===== src/rtl/md_scheduler.sv =====
// rtl/md_scheduler.sv - HI/LO mul/div sequencer: issue accept, latency countdown, HI/LO write strobe, ID stall (option: MD_DIV0_FAST_EN)
module md_scheduler #(
  parameter int MULT_CYCLES = 5,
  parameter int DIV_CYCLES  = 10,
  parameter int CNT_W       = 4
) (
  input  logic       clk,
  input  logic       reset,
  input  logic       MDStartE,
  input  logic [1:0] MDOpE,
  input  logic       FlushE,
  input  logic       HiLoUseD,
  input  logic       DivZeroE,
  output logic       MDGo,
  output logic [1:0] MDOp,
  output logic       MDBusy,
  output logic       HiLoWrite,
  output logic       Stall_MD
);

  typedef enum logic [1:0] {
    IDLE = 2'd0,
    BUSY = 2'd1,
    DONE = 2'd2
  } state_t;

  state_t           state;
  logic [CNT_W-1:0] cnt;
  logic             accept;
  logic [CNT_W-1:0] load_cnt;
  logic             fast_done;

  // New work is taken when nothing is in flight or when the previous op is retiring this cycle.
  assign accept = MDStartE & ~FlushE & ((state == IDLE) | (state == DONE));
  assign MDGo   = accept;

  // The first cycle after issue is already counted, so the countdown starts at N-2.
  assign load_cnt = MDOpE[1] ? CNT_W'(DIV_CYCLES - 2) : CNT_W'(MULT_CYCLES - 2);

`ifdef MD_DIV0_FAST_EN
  assign fast_done = MDOpE[1] & DivZeroE;
`else
  logic unused_div_zero;
  assign unused_div_zero = DivZeroE;
  assign fast_done       = 1'b0;
`endif

  // Both outputs decode directly from the state register, so they carry no combinational input path.
  assign MDBusy    = (state == BUSY);
  assign HiLoWrite = (state == DONE);

  // DONE does not stall: HI/LO lands this cycle and the following ID read sees it via write-first.
  assign Stall_MD = HiLoUseD & (accept | (state == BUSY));

  // Operation FSM: capture op on accept, count down the latency, retire through DONE.
  always_ff @(posedge clk) begin
    if (reset) begin
      state <= IDLE;
      cnt   <= '0;
      MDOp  <= 2'b00;
    end else begin
      case (state)
        IDLE, DONE: begin
          if (accept) begin
            MDOp <= MDOpE;
            if (fast_done) begin
              state <= DONE;
              cnt   <= '0;
            end else begin
              state <= BUSY;
              cnt   <= load_cnt;
            end
          end else begin
            state <= IDLE;
          end
        end
        BUSY: begin
          if (cnt != '0) begin
            cnt <= cnt - 1'b1;
          end else begin
            state <= DONE;
          end
        end
        default: begin
          state <= IDLE;
          cnt   <= '0;
        end
      endcase
    end
  end

endmodule


===== config.mk =====
export PLATFORM = sky130hd
export DESIGN_NAME = md_scheduler
export DESIGN_NICKNAME = d
export VERILOG_FILES = /design/src/rtl/md_scheduler.sv
export SDC_FILE = /design/constraint.sdc
export NUM_CORES = 1
export LEC_CHECK = 0
export ABC_AREA = 1
export BUFFER_PORTS_ARGS = -buffer_cell sky130_fd_sc_hd__buf_2
export CAP_MARGIN = 10
export CORE_AREA = 2 2 39 41
export DETAILED_ROUTE_END_ITERATION = 10
export DIE_AREA = 0 0 41 43
export HOLD_SLACK_MARGIN = 0.12
export SETUP_SLACK_MARGIN = 0.05
export SLEW_MARGIN = 25
export SYNTH_ARGS = -nofsm -noshare
export SYNTH_HDL_FRONTEND = slang
export SYNTH_SLANG_ARGS = --single-unit

===== constraint.sdc =====
create_clock -name clk -period 3.05 [get_ports clk]
set_input_delay 0.61 -clock clk [delete_from_list [all_inputs] [get_ports clk]]
set_output_delay 0.61 -clock clk [all_outputs]
set_load 0.05 [all_outputs]

# Yosys cells after proc, flatten, opt, wreduce, memory -nomap -nowiden

Index checks and enable logic that the tools add are counted.

Bits in registers: 8
Input bits: 8
Output and inout port bits: 6
Word-level logic and storage cells: 27

$add $sub $neg: 1
Equal/unequal tests: 5
Mux-type cells: 7
Bitwise gates (word level): 6
Reduce and logical (&&, ||, !) cells: 5

Operators by type and width:

| operator                                         | number |
|---|---|
| two-way mux 4 bit                                | 3 |
| case mux 4 bit (2 select lines)                  | 1 |
| != test 2 bit, second input constant             | 2 |
| case mux 2 bit (2 select lines)                  | 1 |
| AND reduction 2 bit                              | 2 |
| nonzero test 4 bit                               | 1 |
| subtractor 4 x 1 -> 4 bit, second input constant | 1 |
| bitwise AND 1 bit                                | 3 |
| == test 2 x 1 -> 1 bit, second input constant    | 1 |
| == test 2 bit, second input constant             | 1 |
| zero test 2 bit                                  | 1 |
| two-way mux 2 bit                                | 1 |
| != test 2 x 1 -> 1 bit, second input constant    | 1 |
| bitwise OR 1 bit                                 | 2 |
| OR reduction 2 bit                               | 1 |
| two-way mux 1 bit                                | 1 |
| NOT 1 bit                                        | 1 |

# Depth between registers and ports, before layout

Gate-level depths: netlist of the first run.

Word-level depth: 5
Depth in mapped cells: 7
Mapped depth without buffers: 7

# Worst setup path after synthesis of the first run

No wires, ideal clock.

Path kind: input to output
From: input FlushE
To: output Stall_MD
Arrival time: 1.942 ns
Required time: 2.440 ns
Path slack: 0.498 ns
Stages: 3
Path buffers: 0
Cell sequence: inv_1 nand3_1 a21boi_0

Longest elaborated chain between the ends: 5

RTL lines:

| what                           | RTL line | RTL |
|---|---|---|
| start: declaration             | 11       | `input logic FlushE,` |
| NOT 1 bit                      | 34       | `assign accept = MDStartE & ~FlushE & ((state == IDLE) \| (state == DONE));` |
| bitwise AND 1 bit (2 in a row) | 34       |  |
| bitwise OR 1 bit               | 53       | `assign Stall_MD = HiLoUseD & (accept \| (state == BUSY));` |
| bitwise AND 1 bit              | 53       |  |
| end: declaration               | 18       | `output logic Stall_MD` |

Every way passes these cells.

# Worst setup path in the final report of the first run

Same ends and word-level chain as after synthesis.

==> results of run 1 <==
## kinds of logic (layout without fill, tap and decap cells)
family | Yosys count | count (layout)
AND/OR/NAND/NOR | 39 | 39
buffers and inverters | 9 | 24
AO/OA/AOI/OAI | 8 | 8
flip-flops | 8 | 8
adder cells (fa/ha/maj) | 2 | 2
## cell usage in the layout (no fill, tap or decap)
master / Yosys / routed
nand2_1: 18 / 18
nor2_1: 13 / 13
buf_2: 0 / 12
dfxtp_1: 8 / 8
inv_1: 8 / 8
a21oi_1: 5 / 5
nand3_1: 4 / 4
clkbuf_4: 0 / 3
o22ai_1: 2 / 2
ha_1: 2 / 2
inv_4: 1 / 1
nor2_8: 1 / 1
a21boi_0: 1 / 1
nand3_4: 1 / 1
nand2_4: 1 / 1
nand4_1: 1 / 1
## worst min-delay path: cells and delay by family, from the launching register on
kind,cells,cell delay (ns)
AO/OA/AOI/OAI,1,0.05
AND/OR/NAND/NOR,1,0.06
flip-flops,1,0.31
## layer usage
layer | global-route usage | vias to the layer above
li1 | - | 243
met5 | 0 | -
met3 | 0.0471 | 2
met1 | 0.133 | 194
met2 | 0.191 | 7
met4 | 0.100 | 0
## layout make-up
| cell class | instances | area (um^2) |
|---|---|---|
| clock buffer | 3 | 22.5 |
| fill | 159 | 823 |
| inverter | 9 | 36.3 |
| multi-input combinational | 49 | 262 |
| sequential | 8 | 160 |
| tap | 16 | 20.0 |
| timing repair buffer | 12 | 60.1 |
## metrics by stage
step	setup WS, ns	total power [mW]	hold WS (ns)	utilization
final	0.979	0.274	0.465	0.405
after global routing	0.930	0.296	0.482	0.405
after CTS	0.978	0.281	0.468	0.405
after detailed placement	0.992	0.199	0.458	0.389
after global placement	1.04	0.197	0.451	0.389
after floorplan	0.498	0.180	0.493	-
## power groups by stage
stage | clock network (mW) | logic (mW) | registers, mW
final | 0.0786 | 0.0780 | 0.118
after global routing | 0.0913 | 0.0866 | 0.119
after CTS | 0.0849 | 0.0789 | 0.118
after detailed placement | 0 | 0.0786 | 0.120
after global placement | 0 | 0.0777 | 0.120
after floorplan | 0 | 0.0569 | 0.123
## worst min path at each step
stage / startpoint / endpoint / slack, ns / cells past startpoint
2_1_floorplan: cnt[2]$_SDFFE_PP0P_ / cnt[2]$_SDFFE_PP0P_ / 0.49 / 2
3_3_place_gp: MDOp[0]$_SDFFE_PP0P_ / MDOp[0]$_SDFFE_PP0P_ / 0.45 / 2
3_5_place_dp: MDOp[0]$_SDFFE_PP0P_ / MDOp[0]$_SDFFE_PP0P_ / 0.46 / 2
4_1_cts: MDOp[0]$_SDFFE_PP0P_ / MDOp[0]$_SDFFE_PP0P_ / 0.47 / 2
5_1_grt: MDOp[0]$_SDFFE_PP0P_ / MDOp[0]$_SDFFE_PP0P_ / 0.48 / 2
6_report: MDOp[0]$_SDFFE_PP0P_ / MDOp[0]$_SDFFE_PP0P_ / 0.46 / 2
## sequential cells by signal, indices dropped and copies added, names as in the netlist
register / count
cnt: 4
state: 2
MDOp: 2
==> flow_summary.toml, run 1 <==
[outcome]
status = "finished, final reports clean"

[logic_synthesis]
syn-instance-count = 66
synth_common_cells = "nand2_1, nor2_1, dfxtp_1, inv_1, a21oi_1"
ys_types = 14
yosys.area_share.simple = 0.418
synth-xor-area-share = 0
synthMuxAreaShare = 0
yosysTopAreaCell = "dfxtp_1"
synth-edff-count = 0
synth-seq-area-share = 0.350
ys_warn_count = 0
synth-async-reset-ratio = 0
synth_area_leaders = "dfxtp_1, nand2_1, nor2_1"
syn-num-nets = 76
synth-seq-cells = 8
synth.avg_cell_area_um2 = 6.94
yosysTopAreaCellShare = 0.350
synth.most_common_cell = "nand2_1"
synth_top_flop_cell = "dfxtp_1"
synth_fa_ha_area_frac = 0.0546
synth_top_family_by_area = "simple AND/OR/NAND/NOR gates"
synth_compound_area_frac = 0.0984
syn-cell-area_um2 = 458

[final_layout]
nets = 93
syn_to_final_growth_pct = 22.4
final_cell_area_um2 = 561
antenna_cells = 0
layout.cells.non_filler = 97
drive_gt1_frac = 0.235

[sta]
setup-violations-final = 0
min_period_ns = 2.07
worst_pin_slew_ns = 0.237
fin_crit_sh = 0.679
maxSlewHeadroom = 0.841
fmax_mhz = 483
final.setup_skew_ns = 0.00151
drv_slew = 0
finalHoldViolations = 0
setup_tns_ns = 0
rsz0062_at_grt = "false"

[die]
initial_utilization = 0.331
die_w_um = 41
fp.dieH_um = 43
io_pins = 14
die_area_mm2 = 0.00176
coreArea_mm2 = 0.00138
num_rows = 14

[detailed_routing]
drt_first_iter_violations = 3
avgViaCountPerCell = 4.60
antenna_left = 0
route.detailed.drc = 0
dr.pass1.iters = 4
wl_met3_um = 27
highest_layer = "met4"
vias = 446
drt_wl_total_um = 923
routedWlPerCell_um = 9.52
met2_length_um = 433
wl_met1_um = 447

[clocking]
htreeDepth = 1
cts-root-buf = "clkbuf_4"
clkTransAtPathRegs_ns = 0.05
cts_resized = 0
cts_made_buffers = 3
clkSinkCount = 8
clk_latency_ns = 0.25
postCtsHoldBufs = 0
postCtsSetupBuffers = 0
clockBufferDepth = 2
cts_tree = "built"

[power]
netSwitchingFraction = 0.335
internal_power_uw = 182
clock_power_share = 0.286
power_switching_uw = 91.9
peakVddDrop_uv = 167
pwr-share-seq = 0.429
p_leak_nw = 0.287
p_per_area_mw_per_mm2 = 489
combPwrFrac = 0.284

[worst_setup_path]
cp.buffers_inverters = 3
r2r-end = "cnt[3]$_SDFFE_PP0P_"
start_kind = "input port"
crit_type = "in2out"
crit_path_max_fanout = 5
worstPathArrival_ns = 1.46
max_stage_delay_ns = 0.29
critical_path.slowest_cell = "buf_2"
path_depth = 5
worst_path_most_repeated_cell = "buf_2"
cp-endpoint = "Stall_MD"
cp.required_ns = 2.44
r2r_setup_slack_ns = 1.93
critPathLaunch = "FlushE"
r2r_cells = 6
worstPathCellList = "buf_2 > inv_1 > nand3_1 > a21boi_0 > buf_2"
cp_top_family = "buffers and inverters"
worstSetupEndpointType = "output port"
reg2reg_from = "cnt[0]$_SDFFE_PP0P_"

[placed_design]
port_buffers = 12
placed_area_um2 = 538
dpl.hpwl_um = 746
gp_congestion = 0.780
dp.cells = 94

[global_routing]
overflow = 0
grt_pass1_vias = 411
grt_first_pass_wirelength_mm = 1.48
grt_antenna_before_repair = 0
grt_max_degree = 7
globalRouteTotalUtil = 0.127

[min_path]
hp-class = "reg2reg"

[job]
maxCapViolCount = 0
(Power assumes the default switching activity.)
==> run 2, diff against run 1 <==
==> constraint.sdc (replaced) <==
create_clock -name clk -period 1.77 [get_ports clk]
set_input_delay 0.354 -clock clk [delete_from_list [all_inputs] [get_ports clk]]
set_output_delay 0.354 -clock clk [all_outputs]
set_load 0.05 [all_outputs]
==> run 2 against run 1 <==
Compared with the run above: clock skew is 0.00070 ns higher; sequential cell count unchanged; via count fell by 1.1%; global-route usage shrank 0.70 points; combinational power is 76% higher; cell area rose by 1.8%; critical path type is now reg2out; critical endpoint unchanged; largest power group unchanged.
==> flow_summary.toml, run 2 (synthesis gave the netlist of run 1 again) <==
[outcome]
status = "finished, final reports clean"

[clocking]
postCtsHoldBufs = 0
clkSinkCount = 8
cts_made_buffers = 3
clockBufferDepth = 2
cts-root-buf = "clkbuf_4"
htreeDepth = 1
clk_latency_ns = 0.25
clkTransAtPathRegs_ns = 0.05
cts_tree = "built"

[job]
maxCapViolCount = 0

[global_routing]
grt_max_degree = 7
grt_first_pass_wirelength_mm = 1.43
grt_pass1_vias = 386
grt-busiest-layer = "met2"
grt_use_met3 = 0.0157
globalRouteTotalUtil = 0.120
use_met1 = 0.136
overflow = 0
grt_use_met2 = 0.184
grt_antenna_before_repair = 0

[placed_design]
post-place-ws_ns = 0.315
port_buffers = 12
dp.cells = 94
dpl.hpwl_um = 746
gp_congestion = 0.732

[power]
p_per_area_mw_per_mm2 = 840
p_leak_nw = 0.289
peakVddDrop_uv = 328

[detailed_routing]
vias = 441
dr.pass1.iters = 4
routedWlPerCell_um = 9.27
avgViaCountPerCell = 4.55
drt_first_iter_violations = 4
antenna_left = 0
drt_wl_total_um = 899
route.detailed.drc = 0

[final_layout]
drive_gt1_frac = 0.247
reg_top3 = "cnt x4, MDOp x2, state x2"
syn_to_final_growth_pct = 24.6
largest-register = "cnt"
final_cell_mix = "nand2_1, nor2_1, buf_2"
layout.cells.non_filler = 97
largest_reg_flops = 4
antenna_cells = 0
final_common_cell = "nand2_1"
nets = 93
fillers = 155

[sta]
fin_ws_ns = 0.175
fin_crit_sh = 0.901
finalHoldViolations = 0
rsz0062_at_grt = "false"
min_period_ns = 1.60
worst_pin_slew_ns = 0.241
final.setup_skew_ns = 0.00221
setup_tns_ns = 0
maxSlewHeadroom = 0.839
fmax_mhz = 627
setup-violations-final = 0
drv_slew = 0

[die]
fp.dieH_um = 43
io_pins = 14
coreArea_mm2 = 0.00138
initial_utilization = 0.331
die_area_mm2 = 0.00176
die_w_um = 41
num_rows = 14

[worst_setup_path]
cp.required_ns = 1.42
r2r_cells = 6
r2r-end = "cnt[3]$_SDFFE_PP0P_"
r2r_setup_slack_ns = 0.64
worstPathArrival_ns = 1.24
crit_type = "reg2out"
start_kind = "flop"
reg2reg_from = "cnt[0]$_SDFFE_PP0P_"
worstSetupEndpointType = "output port"
crit_path_max_fanout = 5

[min_path]
hp-class = "in2reg"
hp-start = "reset"
holdPathEnd = "MDOp[1]$_SDFFE_PP0P_"
hold_path_depth = 2
## run 2: layer usage
metal	share of wire	routed length, um
met5	0	0
met4	0.033	30
met3	0.029	26
met2	0.46	414
met1	0.47	427
## run 2: worst max-delay path by stage
stage                     slack, ns             startpoint  endpoint  depth (start not counted)
final                          0.17  state[0]$_SDFFE_PP0P_  Stall_MD                          4
after global routing           0.11  state[0]$_SDFFE_PP0P_  Stall_MD                          4
after CTS                      0.08  state[0]$_SDFFE_PP0P_  Stall_MD                          4
after detailed placement       0.31                 FlushE  Stall_MD                          5
after global placement         0.32                 FlushE  Stall_MD                          5
after floorplan                0.07  state[0]$_SDFFE_PP0P_  Stall_MD                          3
## run 2: report_power, final
group | total (mW) | internal (mW) | switching, mW
clock network | 0.140 | 0.0776 | 0.0620
registers | 0.203 | 0.193 | 0.00980
logic | 0.137 | 0.0460 | 0.0912
total | 0.479 | 0.316 | 0.163
## run 2: worst max-delay path, cell delays in order, from the launching register on
cell	delay [ns]
dfxtp_1	0.36
inv_4	0.12
nand3_2	0.12
a21boi_1	0.15
clkbuf_4	0.24
## run 2: metrics by stage
step,hold slack [ns],utilization,total power [mW],instance area (um^2)
3_5_place_dp,0.460,0.389,0.342,538
6_report,0.351,0.412,0.479,571
3_3_place_gp,0.451,0.389,0.340,538
4_1_cts,0.349,0.405,0.483,561
5_1_grt,0.368,0.412,0.507,571
2_1_floorplan,0.423,-,0.311,458
## run 2: cell type report
class                           instances  area [um^2]  area share
Multi-Input combinational cell         49          267       0.467
Sequential cell                         8          160       0.281
Timing Repair Buffer                   12         65.1       0.114
Inverter                                9         36.3      0.0636
Clock buffer                            3         22.5      0.0395
Tap cell                               16         20.0      0.0351
## run 2: timing repair
item,in CTS,in global routing
gates resized for setup,0,3
setup endpoints to repair,0,2
setup buffers,0,0
==> run 3, diff against run 2 <==
--- a/config.mk
+++ b/config.mk
@@ -11,6 +11,7 @@
 export CORE_AREA = 2 2 39 41
 export DETAILED_ROUTE_END_ITERATION = 10
 export DIE_AREA = 0 0 41 43
+export GPL_TIMING_DRIVEN = 0
 export HOLD_SLACK_MARGIN = 0.12
 export SETUP_SLACK_MARGIN = 0.05
 export SLEW_MARGIN = 25
==> run 3 against run 2 <==
Compared with the run above: clock power grew 4%; fmax shrank 0.35%; register-to-register slack gained 0.02 ns; total power grew 1.1%; clock skew shrank 0.00095 ns; routed wire length grew 4.9%; combinational power is essentially flat; highest routed layer unchanged.
==> flow_summary.toml, run 3 (synthesis gave the netlist of run 1 again) <==
[outcome]
status = "finished, final reports clean"

[sta]
final.setup_skew_ns = 0.00126
maxSlewHeadroom = 0.840
fmax_mhz = 625
setup_tns_ns = 0
min_period_ns = 1.60
rsz0062_at_grt = "false"
fin_crit_sh = 0.904
drv_slew = 0
worst_pin_slew_ns = 0.240
finalHoldViolations = 0
setup-violations-final = 0

[final_layout]
final_common_cell = "nand2_1"
nets = 93
syn_to_final_growth_pct = 24.6
reg_top3 = "cnt x4, MDOp x2, state x2"
largest_reg_flops = 4
largest-register = "cnt"
drive_gt1_frac = 0.247
final_cell_mix = "nand2_1, nor2_1, buf_2"
antenna_cells = 0

[min_path]
holdPathEnd = "MDOp[1]$_SDFFE_PP0P_"
hp-start = "reset"
hp-class = "in2reg"
hold_path_depth = 2

[detailed_routing]
antenna_left = 0
avgViaCountPerCell = 4.57
vias = 443
drt_wl_total_um = 943
drt_first_iter_violations = 0
route.detailed.drc = 0
dr.pass1.iters = 1
routedWlPerCell_um = 9.72

[worst_setup_path]
worstPathArrival_ns = 1.25
max_stage_delay_ns = 0.36
reg2reg_from = "cnt[0]$_SDFFE_PP0P_"
worstPathCellList = "inv_4 > nand3_2 > a21boi_1 > clkbuf_4"
crit_type = "reg2out"
crit_path_max_fanout = 5
r2r_cells = 7
r2r-end = "cnt[0]$_SDFFE_PP0P_"
worstSetupEndpointType = "output port"
start_kind = "flop"
r2r_setup_slack_ns = 0.66
critical_path.slowest_cell = "dfxtp_1"
cp.required_ns = 1.42

[power]
peakVddDrop_uv = 302
p_per_area_mw_per_mm2 = 850
p_leak_nw = 0.289
finalPower_uw = 485

[die]
num_rows = 14
initial_utilization = 0.331
fp.dieH_um = 43
io_pins = 14
die_area_mm2 = 0.00176
coreArea_mm2 = 0.00138
die_w_um = 41

[global_routing]
overflow = 0
globalRouteTotalUtil = 0.123
grt_pass1_vias = 387
grt_first_pass_wirelength_mm = 1.47
grt_max_degree = 7
grt_antenna_before_repair = 0

[placed_design]
port_buffers = 12
gp_congestion = 0.732
dpl.hpwl_um = 755

[clocking]
cts_made_buffers = 3
postCtsHoldBufs = 0
clkTransAtPathRegs_ns = 0.06
postCtsSetupBuffers = 0
cts_resized = 0
clk_latency_ns = 0.26
cts_tree = "built"
clockBufferDepth = 2
cts-root-buf = "clkbuf_4"
htreeDepth = 1
clkSinkCount = 8

[job]
maxCapViolCount = 0
run 3: cell counts in the layout (fill, tap and decap cells not counted):
No cell type changed its count.
run 3: routing by layer:
| layer | wire [um] | GRT usage | vias up |
|---|---|---|---|
| met5 | 0 | 0 | - |
| met2 | 449 | 0.184 | 8 |
| met1 | 428 | 0.147 | 189 |
| met4 | 32 | 0.100 | 0 |
| met3 | 32 | 0.0157 | 5 |
| li1 | - | - | 241 |
run 3: layout make-up:
type	count	area, um^2
fill	159	813
tap	16	20.0
clock buffer	3	22.5
sequential	8	160
inverter	9	36.3
multi-input combinational	49	267
timing repair buffer	12	65.1
run 3: critical path, delay by kind of cell, from the launching register on:
kind                   cells  cell delay (ns)
AOI/OAI and AO/OA          1             0.14
buffers and inverters      2             0.36
DFF                        1             0.36
and+or+nand+nor            1             0.12
run 3: report_power, final:
part           internal [mW]  switching, mW  leakage (nW)
combinational         0.0460         0.0914         0.210
clock                 0.0779         0.0667        0.0138
sequential             0.193        0.00997        0.0656
total                  0.317          0.168         0.289
run 3: metrics by stage:
stage	std cells	hold WS [ns]	setup slack [ns]	util	instance area [um^2]
after global placement	94	0.451	0.318	0.389	538
final	97	0.343	0.169	0.412	571
after floorplan	66	0.423	0.0704	-	458
after global routing	97	0.362	0.0891	0.412	571
after detailed placement	94	0.461	0.302	0.389	538
after CTS	97	0.345	0.0652	0.405	561
run 3: worst max path at each step:
stage	slack (ns)	end	depth (start not counted)	startpoint
finish	0.17	Stall_MD	4	state[0]$_SDFFE_PP0P_
global route	0.09	Stall_MD	4	state[0]$_SDFFE_PP0P_
CTS	0.07	Stall_MD	4	state[0]$_SDFFE_PP0P_
detailed placement	0.30	Stall_MD	5	FlushE
global placement	0.32	Stall_MD	5	FlushE
floorplan	0.07	Stall_MD	3	state[0]$_SDFFE_PP0P_
